===== config.mk =====
export PLATFORM = sky130hd
export DESIGN_NAME = write_back_queue_flat
export DESIGN_NICKNAME = d
export VERILOG_FILES = /design/src/rtl/write_back_queue_pkg.sv /design/src/rtl/write_back_queue_if.sv /design/src/rtl/write_back_queue_store_fifo.sv /design/src/rtl/write_back_queue.sv /design/src/flat_wrapper.sv
export SDC_FILE = /design/constraint.sdc
export NUM_CORES = 2
export LEC_CHECK = 0
export BUFFER_PORTS_ARGS = -buffer_cell sky130_fd_sc_hd__buf_4
export CAP_MARGIN = 20
export CORE_AREA = 2 2 494 496
export DETAILED_ROUTE_END_ITERATION = 6
export DIE_AREA = 0 0 496 498
export GPL_ROUTABILITY_DRIVEN = 0
export GPL_TIMING_DRIVEN = 1
export MAX_ROUTING_LAYER = met4
export SYNTH_ARGS = -nofsm -noshare
export SYNTH_HDL_FRONTEND = slang
export SYNTH_SLANG_ARGS = --single-unit

===== constraint.sdc =====
create_clock -name clock -period 3.2 [get_ports clock]
set_input_delay 0.32 -clock clock [delete_from_list [all_inputs] [get_ports clock]]
set_output_delay 0.32 -clock clock [all_outputs]
set_load 0.01 [all_outputs]

===== src/rtl/write_back_queue_pkg.sv =====
// ============================================================================
// Module  : write_back_queue_pkg
// Brief   : Shared register-file types, special register indices and the
//           store-queue entry format for the write-back stage.
// Revision: 1.0 - initial release
// ============================================================================
`default_nettype none

package write_back_queue_pkg;

    localparam int NR        = 16;
    localparam int REG_IDX_W = $clog2(NR);
    localparam int FLAG_W    = 4;

    typedef logic [31:0]           regval_t;
    typedef logic [REG_IDX_W-1:0]  regidx_t;
    typedef regval_t [NR-1:0]      regfile_t;

    localparam regidx_t  Flags       = regidx_t'(NR - 2);
    localparam regidx_t  PC          = regidx_t'(NR - 1);
    localparam regfile_t ZeroRegFile = '0;

    typedef struct packed {
        regval_t address;
        regval_t data;
    } store_entry_t;

    function automatic regfile_t subst_in(input regfile_t rf, input regidx_t idx,
                                          input regval_t value);
        regfile_t r;
        r      = rf;
        r[idx] = value;
        return r;
    endfunction

endpackage

`default_nettype wire


===== src/rtl/write_back_queue_if.sv =====
// ============================================================================
// Module  : i_execute_to_write
// Brief   : Execute-to-write-back bundle; hold flows back to the execute stage.
// Revision: 1.0 - initial release
// ============================================================================
`default_nettype none

interface i_execute_to_write import write_back_queue_pkg::*; ();

    logic                  is_valid;
    regidx_t               destination_register;
    regval_t               destination_value;
    logic                  has_upper_value;
    regval_t               upper_value;
    logic                  is_writing_memory;
    regval_t               adjustment_value;
    logic [FLAG_W-1:0]     flags;
    regval_t               pc;
    logic                  has_flushed;
    logic                  hold;

    modport write_out (
        output is_valid, destination_register, destination_value, has_upper_value,
               upper_value, is_writing_memory, adjustment_value, flags, pc, has_flushed,
        input  hold
    );

    modport write_in (
        input  is_valid, destination_register, destination_value, has_upper_value,
               upper_value, is_writing_memory, adjustment_value, flags, pc, has_flushed,
        output hold
    );

endinterface

`default_nettype wire


===== src/rtl/write_back_queue_store_fifo.sv =====
// ============================================================================
// Module  : store_fifo
// Brief   : Power-of-two FIFO of committed stores awaiting memory acceptance.
// Revision: 1.0 - initial release
// ============================================================================
`default_nettype none

module store_fifo import write_back_queue_pkg::*; #(
    parameter int DEPTH = 4
) (
    input  logic                          clock,
    input  logic                          reset_n,
    input  logic                          push,
    input  store_entry_t                  push_entry,
    input  logic                          pop,
    output store_entry_t                  head_entry,
    output logic                          full,
    output logic                          empty,
    output logic [$clog2(DEPTH+1)-1:0]    count
);

    localparam int PTR_W = (DEPTH > 1) ? $clog2(DEPTH) : 1;
    localparam int CNT_W = $clog2(DEPTH + 1);
    localparam logic [CNT_W-1:0] C_FULL_COUNT = CNT_W'(DEPTH);

    store_entry_t       r_mem [DEPTH];
    logic [PTR_W-1:0]   r_wr_ptr;
    logic [PTR_W-1:0]   r_rd_ptr;
    logic [CNT_W-1:0]   r_count;
    logic               w_do_push;
    logic               w_do_pop;

    assign full  = (r_count == C_FULL_COUNT);
    assign empty = (r_count == '0);

    // A full queue still accepts a push when the head leaves in the same cycle.
    assign w_do_pop  = pop && !empty;
    assign w_do_push = push && (!full || w_do_pop);

    always_ff @(posedge clock or negedge reset_n) begin
        if (!reset_n) begin
            r_wr_ptr <= '0;
            r_rd_ptr <= '0;
            r_count  <= '0;
        end else begin
            if (w_do_push) begin
                r_wr_ptr <= r_wr_ptr + PTR_W'(1);
            end
            if (w_do_pop) begin
                r_rd_ptr <= r_rd_ptr + PTR_W'(1);
            end
            case ({w_do_push, w_do_pop})
                2'b10:   r_count <= r_count + CNT_W'(1);
                2'b01:   r_count <= r_count - CNT_W'(1);
                default: r_count <= r_count;
            endcase
        end
    end

    always_ff @(posedge clock) begin
        if (w_do_push) begin
            r_mem[r_wr_ptr] <= push_entry;
        end
    end

    assign head_entry = r_mem[r_rd_ptr];
    assign count      = r_count;

endmodule

`default_nettype wire


===== src/rtl/write_back_queue.sv =====
// ============================================================================
// Module  : write_back_queue
// Brief   : Write-back stage: register-file update plus an in-order queue of
//           committed stores drained to memory by a valid handshake.
// Revision: 1.0 - initial release
// ============================================================================
`default_nettype none

module write_back_queue import write_back_queue_pkg::*; #(
    parameter int DEPTH          = 4,
    parameter bit HAS_PAIR_WRITE = 1'b1
) (
    input  logic                          clock,
    input  logic                          reset_n,
    i_execute_to_write.write_in           ini,
    input  regfile_t                      input_registers,
    input  regval_t                       next_pc,
    input  logic                          data_valid,
    output regval_t                       address,
    output regval_t                       data,
    output logic                          address_enable,
    output logic [$clog2(DEPTH+1)-1:0]    store_pending,
    output logic                          has_flushed,
    output regfile_t                      output_registers
);

    logic          w_is_store;
    logic          w_hold;
    logic          w_push;
    logic          w_pop;
    logic          w_full;
    logic          w_empty;
    logic          w_pair_allowed;
    logic          w_pair_en;
    logic          w_flags_targeted;
    regidx_t       w_pair_idx;
    regval_t       w_merged_flags;
    store_entry_t  w_push_entry;
    store_entry_t  w_head_entry;
    regfile_t      w_next_regs;
    regfile_t      r_regs;
    logic          r_has_flushed;

    if (HAS_PAIR_WRITE) begin : g_pair_write
        assign w_pair_allowed = 1'b1;
    end else begin : g_no_pair_write
        assign w_pair_allowed = 1'b0;
    end

    assign w_is_store = ini.is_valid && ini.is_writing_memory;
    assign w_hold     = reset_n && w_is_store && w_full && !data_valid;
    assign ini.hold   = w_hold;
    assign w_push     = w_is_store && !w_hold;
    assign w_pop      = data_valid && !w_empty;

    assign w_push_entry.address = input_registers[ini.destination_register] + ini.adjustment_value;
    assign w_push_entry.data    = ini.destination_value;

    assign w_merged_flags = {input_registers[Flags][31], ini.flags, input_registers[Flags][26:0]};

    always_comb begin
        w_next_regs      = input_registers;
        w_pair_idx       = ini.destination_register + regidx_t'(1);
        // A pair write anchored on the zero register is discarded with it.
        w_pair_en        = w_pair_allowed && ini.has_upper_value
                           && (ini.destination_register != '0)
                           && ((int'(ini.destination_register) + 1) < NR);
        w_flags_targeted = (ini.destination_register == Flags)
                           || (w_pair_en && (w_pair_idx == Flags));

        if (!ini.is_valid) begin
            w_next_regs = subst_in(w_next_regs, PC, next_pc);
        end else begin
            if (!ini.is_writing_memory) begin
                w_next_regs = subst_in(w_next_regs, ini.destination_register,
                                       ini.destination_value);
                if (w_pair_en) begin
                    w_next_regs = subst_in(w_next_regs, w_pair_idx, ini.upper_value);
                end
            end
            if (ini.is_writing_memory || !w_flags_targeted) begin
                w_next_regs = subst_in(w_next_regs, Flags, w_merged_flags);
            end
            w_next_regs = subst_in(w_next_regs, PC,
                                   (!ini.is_writing_memory && (ini.destination_register == PC))
                                   ? ini.destination_value : next_pc);
        end
        w_next_regs = subst_in(w_next_regs, regidx_t'(0), '0);
    end

    always_ff @(posedge clock or negedge reset_n) begin
        if (!reset_n) begin
            r_regs        <= ZeroRegFile;
            r_has_flushed <= 1'b0;
        end else begin
            r_has_flushed <= ini.has_flushed;
            if (!w_hold) begin
                r_regs <= w_next_regs;
            end
        end
    end

    store_fifo #(
        .DEPTH (DEPTH)
    ) u_store_fifo (
        .clock      (clock),
        .reset_n    (reset_n),
        .push       (w_push),
        .push_entry (w_push_entry),
        .pop        (w_pop),
        .head_entry (w_head_entry),
        .full       (w_full),
        .empty      (w_empty),
        .count      (store_pending)
    );

    // Storage is not reset, so the bus is forced quiet while nothing is queued.
    assign address          = w_empty ? '0 : w_head_entry.address;
    assign data             = w_empty ? '0 : w_head_entry.data;
    assign address_enable   = !w_empty;
    assign has_flushed      = r_has_flushed;
    assign output_registers = r_regs;

endmodule

`default_nettype wire


===== src/flat_wrapper.sv =====
// flat-port wrapper written by rule: the top's interface ports become plain ports
module write_back_queue_flat import write_back_queue_pkg::*;
#(
    parameter int DEPTH          = 4,
    parameter bit HAS_PAIR_WRITE = 1'b1
)
  (clock, reset_n, input_registers, next_pc, data_valid, address, data, address_enable, store_pending, has_flushed, output_registers, ini_is_valid, ini_destination_register, ini_destination_value, ini_has_upper_value, ini_upper_value, ini_is_writing_memory, ini_adjustment_value, ini_flags, ini_pc, ini_has_flushed, ini_hold);
  i_execute_to_write ini_i ();
  input  logic clock;
  input  logic reset_n;
  input  regfile_t input_registers;
  input  regval_t next_pc;
  input  logic data_valid;
  output regval_t address;
  output regval_t data;
  output logic address_enable;
  output logic [$clog2(DEPTH+1)-1:0] store_pending;
  output logic has_flushed;
  output regfile_t output_registers;
  input wire logic [$bits(ini_i.is_valid)-1:0] ini_is_valid;
  input wire logic [$bits(ini_i.destination_register)-1:0] ini_destination_register;
  input wire logic [$bits(ini_i.destination_value)-1:0] ini_destination_value;
  input wire logic [$bits(ini_i.has_upper_value)-1:0] ini_has_upper_value;
  input wire logic [$bits(ini_i.upper_value)-1:0] ini_upper_value;
  input wire logic [$bits(ini_i.is_writing_memory)-1:0] ini_is_writing_memory;
  input wire logic [$bits(ini_i.adjustment_value)-1:0] ini_adjustment_value;
  input wire logic [$bits(ini_i.flags)-1:0] ini_flags;
  input wire logic [$bits(ini_i.pc)-1:0] ini_pc;
  input wire logic [$bits(ini_i.has_flushed)-1:0] ini_has_flushed;
  output wire logic [$bits(ini_i.hold)-1:0] ini_hold;
  assign ini_i.is_valid = ini_is_valid;
  assign ini_i.destination_register = ini_destination_register;
  assign ini_i.destination_value = ini_destination_value;
  assign ini_i.has_upper_value = ini_has_upper_value;
  assign ini_i.upper_value = ini_upper_value;
  assign ini_i.is_writing_memory = ini_is_writing_memory;
  assign ini_i.adjustment_value = ini_adjustment_value;
  assign ini_i.flags = ini_flags;
  assign ini_i.pc = ini_pc;
  assign ini_i.has_flushed = ini_has_flushed;
  assign ini_hold = ini_i.hold;
  write_back_queue #(.DEPTH(DEPTH), .HAS_PAIR_WRITE(HAS_PAIR_WRITE)) u_core (.clock(clock), .reset_n(reset_n), .ini(ini_i), .input_registers(input_registers), .next_pc(next_pc), .data_valid(data_valid), .address(address), .data(data), .address_enable(address_enable), .store_pending(store_pending), .has_flushed(has_flushed), .output_registers(output_registers));
endmodule

After elaboration in Yosys (flattened, before gate mapping). Memory sizes are Yosys's and may differ from the RTL's. Cells that the tools add are included.

Register bits after elaboration: 488. Latch bits: 0. Bits in writable memories: 256. Bits in read-only memories: 0. Input port bits: 687. Output and inout bits: 582. Logic and storage cells: 82. Memories kept: 1.

Memory list: u_core.u_store_fifo.r_mem (words 4, bits a word 64, read ports 1, clocked after memory_dff 0, write ports 1, RTL line write_back_queue_store_fifo.sv:26) `store_entry_t r_mem [DEPTH];`.

$add $sub $neg: 7. Multiply operators: 0. Divide/modulo/power cells: 0. Magnitude comparators: 5. Equal/unequal tests: 6. Shifts and indexed selects: 0. Muxes and demuxes: 18. Bitwise gates (word level): 0. Reduce and logical (&&, ||, !) cells: 26.

Operators by type and width (number): 480-bit two-way mux (3); 512-bit bitwise mux (2); 512-bit two-way mux (1); 32-bit demux with 4-bit select (2); 32-bit two-way mux (6); 32-bit binary-select mux with 4-bit select (1); 32-bit adder (1); 32-bit by 6-bit < comparator with 1-bit output, second input constant (1); 1-bit logical AND (14); 4-bit equality test, second input constant (3); 4-bit by 5-bit < comparator with 1-bit output, second input constant (2); 4-bit by 1-bit >= comparator with 1-bit output, second input constant (2); 1-bit logical NOT (6); 3-bit one-hot mux with 2 select lines (1); 4-bit by 1-bit adder with 5-bit output, second input constant (1); 2-bit by 1-bit adder with 2-bit output, second input constant (2); 4-bit by 1-bit adder with 4-bit output, second input constant (1); 4-bit nonzero test (1); 3-bit by 1-bit adder with 3-bit output, second input constant (1); 3-bit equality test, second input constant (1); 3-bit logical NOT (1); 1-bit logical OR (3); 3-bit by 1-bit subtractor with 3-bit output, second input constant (1); 2-bit by 1-bit equality test with 1-bit output, second input constant (1); other kinds (3) (4).

Logic depth before layout (Yosys ltp).
Depth in word-level cells: 10. Gate-level depth with buffers: 14. Depth with buffers taken out: 11.

Modules after synthesis. A second synthesis with hierarchy kept.

Cells, all modules: 4154. Area total of the unflattened synthesis: 41576.1 µm².

By module, submodules not included: write_back_queue (times used 1, cells an instance 3782, area an instance 31930.6 µm²); store_fifo (times used 1, cells an instance 372, area an instance 9645.5 µm²).

Worst setup path before layout. Ideal clock, no wire load.

Path type: input to register. Start: input port ini_destination_register[0]. End: memory u_core.u_store_fifo.r_mem[0][56] (netlist name), data pin. Library setup time: 274 ps. Arrival time: 3799 ps. Required time: 2926 ps. Path slack: -873 ps. Stages on the path: 14. Path through: buf_6 buf_6 buf_2 mux4_2 mux4_2 ha_1 fa_1 a211oi_1 o21ai_0 and2_1 a221oi_1 nand3_1 a31oi_1 xnor2_1.

RTL lines: from (decl) (RTL line flat_wrapper.sv:21) `input wire logic [$bits(ini_i.destination_register)-1:0] ini_destination_register;`; to (decl) (RTL line write_back_queue_store_fifo.sv:26).

==> results.toml <==
[route]
vias = 47200
wire_per_inst_um = 43.0
route.detailed.drc = 150
finalWirelength_um = 400000
viasPerCell = 5.08
drt_iter0_drc = 7835
first_pass_iters = 7
antenna_left = 0

[pwr]
power_leakage_nw = 25.1
irDropWorstVdd_mv = 0.369
p_per_area_nw_per_um2 = 542

[placement]
place_hpwl_um = 325000
port_buffers = 1204
placed_area_um2 = 56400

[critical_path]
reg2reg_from = "u_core.u_store_fifo.count[2]"
critPathArrivalTime_ns = 3.88
start_kind = "primary input"
required_ns = 3.69
rr_endpoint = "u_core.u_store_fifo.r_mem[1][38]"
crit_end = "u_core.u_store_fifo.r_mem[1][46]"
cpMaxStageDelayCell = "mux4_2"
endpoint_kind = "flip-flop"
crit_start = "ini_destination_register[0]"
critPathMaxFanout = 9
crit_chain = "buf_16 > buf_16 > mux4_2 > mux4_2 > ha_1 > buf_4 > o21ai_0 > nor2_2 > a21oi_2 > buf_4 > o21ai_2 > a21o_1 > xor2_1"
slowest_delay_ns = 0.65
r2r_setup_slack_ns = 0.57
timing_worst_setup_path_type = "in -> reg"
r2r_cells = 5

[cts]
tritoncts = "built"
cts-root-buf = "clkbuf_16"
cts_made_buffers = 92
insertion_delay_ns = 0.75
htree_levels = 3
clk_pin_slew_ns = 0.06
cts_buffer_depth = 3
cts.sinks = 744

[layout]
fin_area_um2 = 64100
final_nets = 6476
final_cell_mix = "buf_4 (1522), nand2_1 (919), o21ai_0 (832)"
area_delta_synth_final_pct = 54.4
fin_util_pct = 26.5
mostFrequentLayoutCell = "buf_4"
final_layout_size_suffix_gt1_share_pct = 35.3

[floorplanning]
dieArea_um2 = 247000
ios = 1269
die_y_um = 498
die_w_um = 496
rows = 181
coreArea_um2 = 242000
initial_core_util_pct = 17.2

[outcome]
status = "finished with violations"
violations = "DRC, setup timing"

[logic_synthesis]
synthArstFlopShare_pct = 65.6
netlist_area_um2 = 41500
synth-seq-cells = 744
synthDistinctLibCells = 65
ys.flop_type = "dfrtp_1"
ys_seq_area_share_pct = 48.0
yosys_warnings = 0
syn_area_per_cell_um2 = 10.0
synth_edf_count = 256
synthCells = 4143

[timing]
drv_slew = 0
period_share_pct = 106
fin_tns_setup_ns = -3.39
tightestPinTransition_ns = 1.05
rsz0062_at_grt = "yes"
hold_viol = 0
slew-limit-headroom_pct = 29.8
post-route-min-period_ns = 3.39
fin_ws_ns = -0.189
setup_viol = 47
fin_skew_ns = 0.0353
fmax_ghz = 0.295
hold_ws_ns = 0.0371

[hold_path]
holdPathStages = 3
hold_path.class = "in -> reg"

[global_routing]
grt_pass1_wl_um = 491000
grt_util_all_layers_pct = 31.9
grt.overflow.total = 0
grt_max_degree = 177
antenna_found_initial = 371
grt_pass1_vias = 43300

[job]
maxCapViolations = 0
==> how the worst min path moves through the flow <==
stage / endpoint / slack (ns) / from
after CTS: u_core.output_registers[453] / 0.0001 / input_registers[453]
after floorplan: u_core.has_flushed / 0.02 / reset_n
final: u_core.output_registers[117] / 0.04 / input_registers[117]
after global routing: u_core.output_registers[35] / 0.04 / input_registers[35]
after detailed placement: u_core.has_flushed / 0.44 / ini_has_flushed
after global placement: u_core.has_flushed / 0.43 / ini_has_flushed
==> registers in the layout, indices dropped and copies added, names as in the netlist <==
register,flops
u_core.has_flushed,1
u_core.output_registers,480
u_core.u_store_fifo.count,3
u_core.u_store_fifo.r_mem,256
u_core.u_store_fifo.r_rd_ptr,2
u_core.u_store_fifo.r_wr_ptr,2
==> worst max-delay path, delay by kind of cell <==
kind	cells	cell delay (ns)
muxes	2	1.18
xor gates and xnor gates	1	0.42
AOI/OAI and AO/OA	4	0.84
buffers and inverters	4	0.64
and+or+nand+nor	1	0.12
adders and majority gates	1	0.31
==> final cells by class <==
type	count	area (um2)
clock buffer	128	2580
timing repair buffer	1923	16100
antenna	281	703
timing repair inverter	1	8.76
inverter	18	93.8
sequential	744	19900
multi-input combinational	2971	20300
clock inverter	31	314
tap	3202	4010
fill	25800	178000
==> layer usage <==
metal  GRT usage, %  part of all wire (%)  up-vias
met5              -                     0        -
met3           20.0                    17     1299
li1               -                     -    18600
met2           43.5                    41     4263
met1           33.6                    34    23000
met4           21.8                   8.3        0
==> logic make-up after synthesis <==
logic type	count (synthesis)	synth area share (%)
xor gates and xnor gates	34	0.718
other	1	0.00904
DFF	744	48.0
AOI/OAI and AO/OA	1252	16.4
buffers and inverters	459	4.95
and+or+nand+nor	1206	12.2
muxes	409	16.6
adders and majority gates	38	1.18
==> through the flow <==
| stage | power [mW] | setup WS [ns] | instances |
|---|---|---|---|
| CTS | 34.4 | -0.0175 | 9008 |
| global placement | 23.2 | -0.915 | 8502 |
| floorplan | 16.1 | -0.502 | 4174 |
| global route | 35.6 | -0.0599 | 9269 |
| finish | 34.7 | -0.189 | 9299 |
| detailed placement | 23.4 | -1.03 | 8507 |
==> cell usage after synthesis, types with 3 or more instances <==
library cell  count  area, um2
nand2_1         925       3470
buf_1            24       90.1
a211oi_1          4       30.0
nand4_1           4       25.0
buf_4            41        308
o22ai_1         240       1500
dfrtp_1         488      12200
nor2_1           30        113
a221oi_1          4       35.0
a21oi_1          35        175
ha_1             36        450
and3_1            5       31.3
o22a_1            4       35.0
nor2b_1           7       43.8
buf_6             5       56.3
xor2_1           10       87.6
o221ai_1          4       35.0
o21ai_0         840       4200
mux4_2          224       5040
inv_1            17       63.8
nand3_2           5       50.1
nand2_2           3       18.8
a31oi_1          14       87.6
a221o_1           3       30.0
mux2i_1         185       1850
or3_1             4       25.0
edfxtp_1        256       7690
o21ai_1          66        330
a21o_1           12       90.1
xnor2_1          24        210
nor3_1            6       30.0
nand2b_1          7       43.8
a21oi_2           6       52.6
clkbuf_1        260        976
buf_2           111        556
o21bai_1          5       37.5
and2_1           74        463
nand3_1         120        601
==> report_power, final <==
| part | internal (mW) | switching (mW) | total [mW] |
|---|---|---|---|
| combinational | 5.09 | 7.44 | 12.5 |
| sequential | 11.0 | 0.605 | 11.6 |
| clock | 5.87 | 4.68 | 10.6 |
| total | 22.0 | 12.7 | 34.7 |
==> repair_timing <==
item                                   in CTS  in global routing
endpoints found under the hold margin     367                  0
gates cloned                                1                  4
gates resized for setup                    21                 63
pin swaps                                   3                 18
hold buffers                              339                  0
setup buffers                               2                  6
setup endpoints to repair                  54                 85
(Power assumes the default switching activity.)
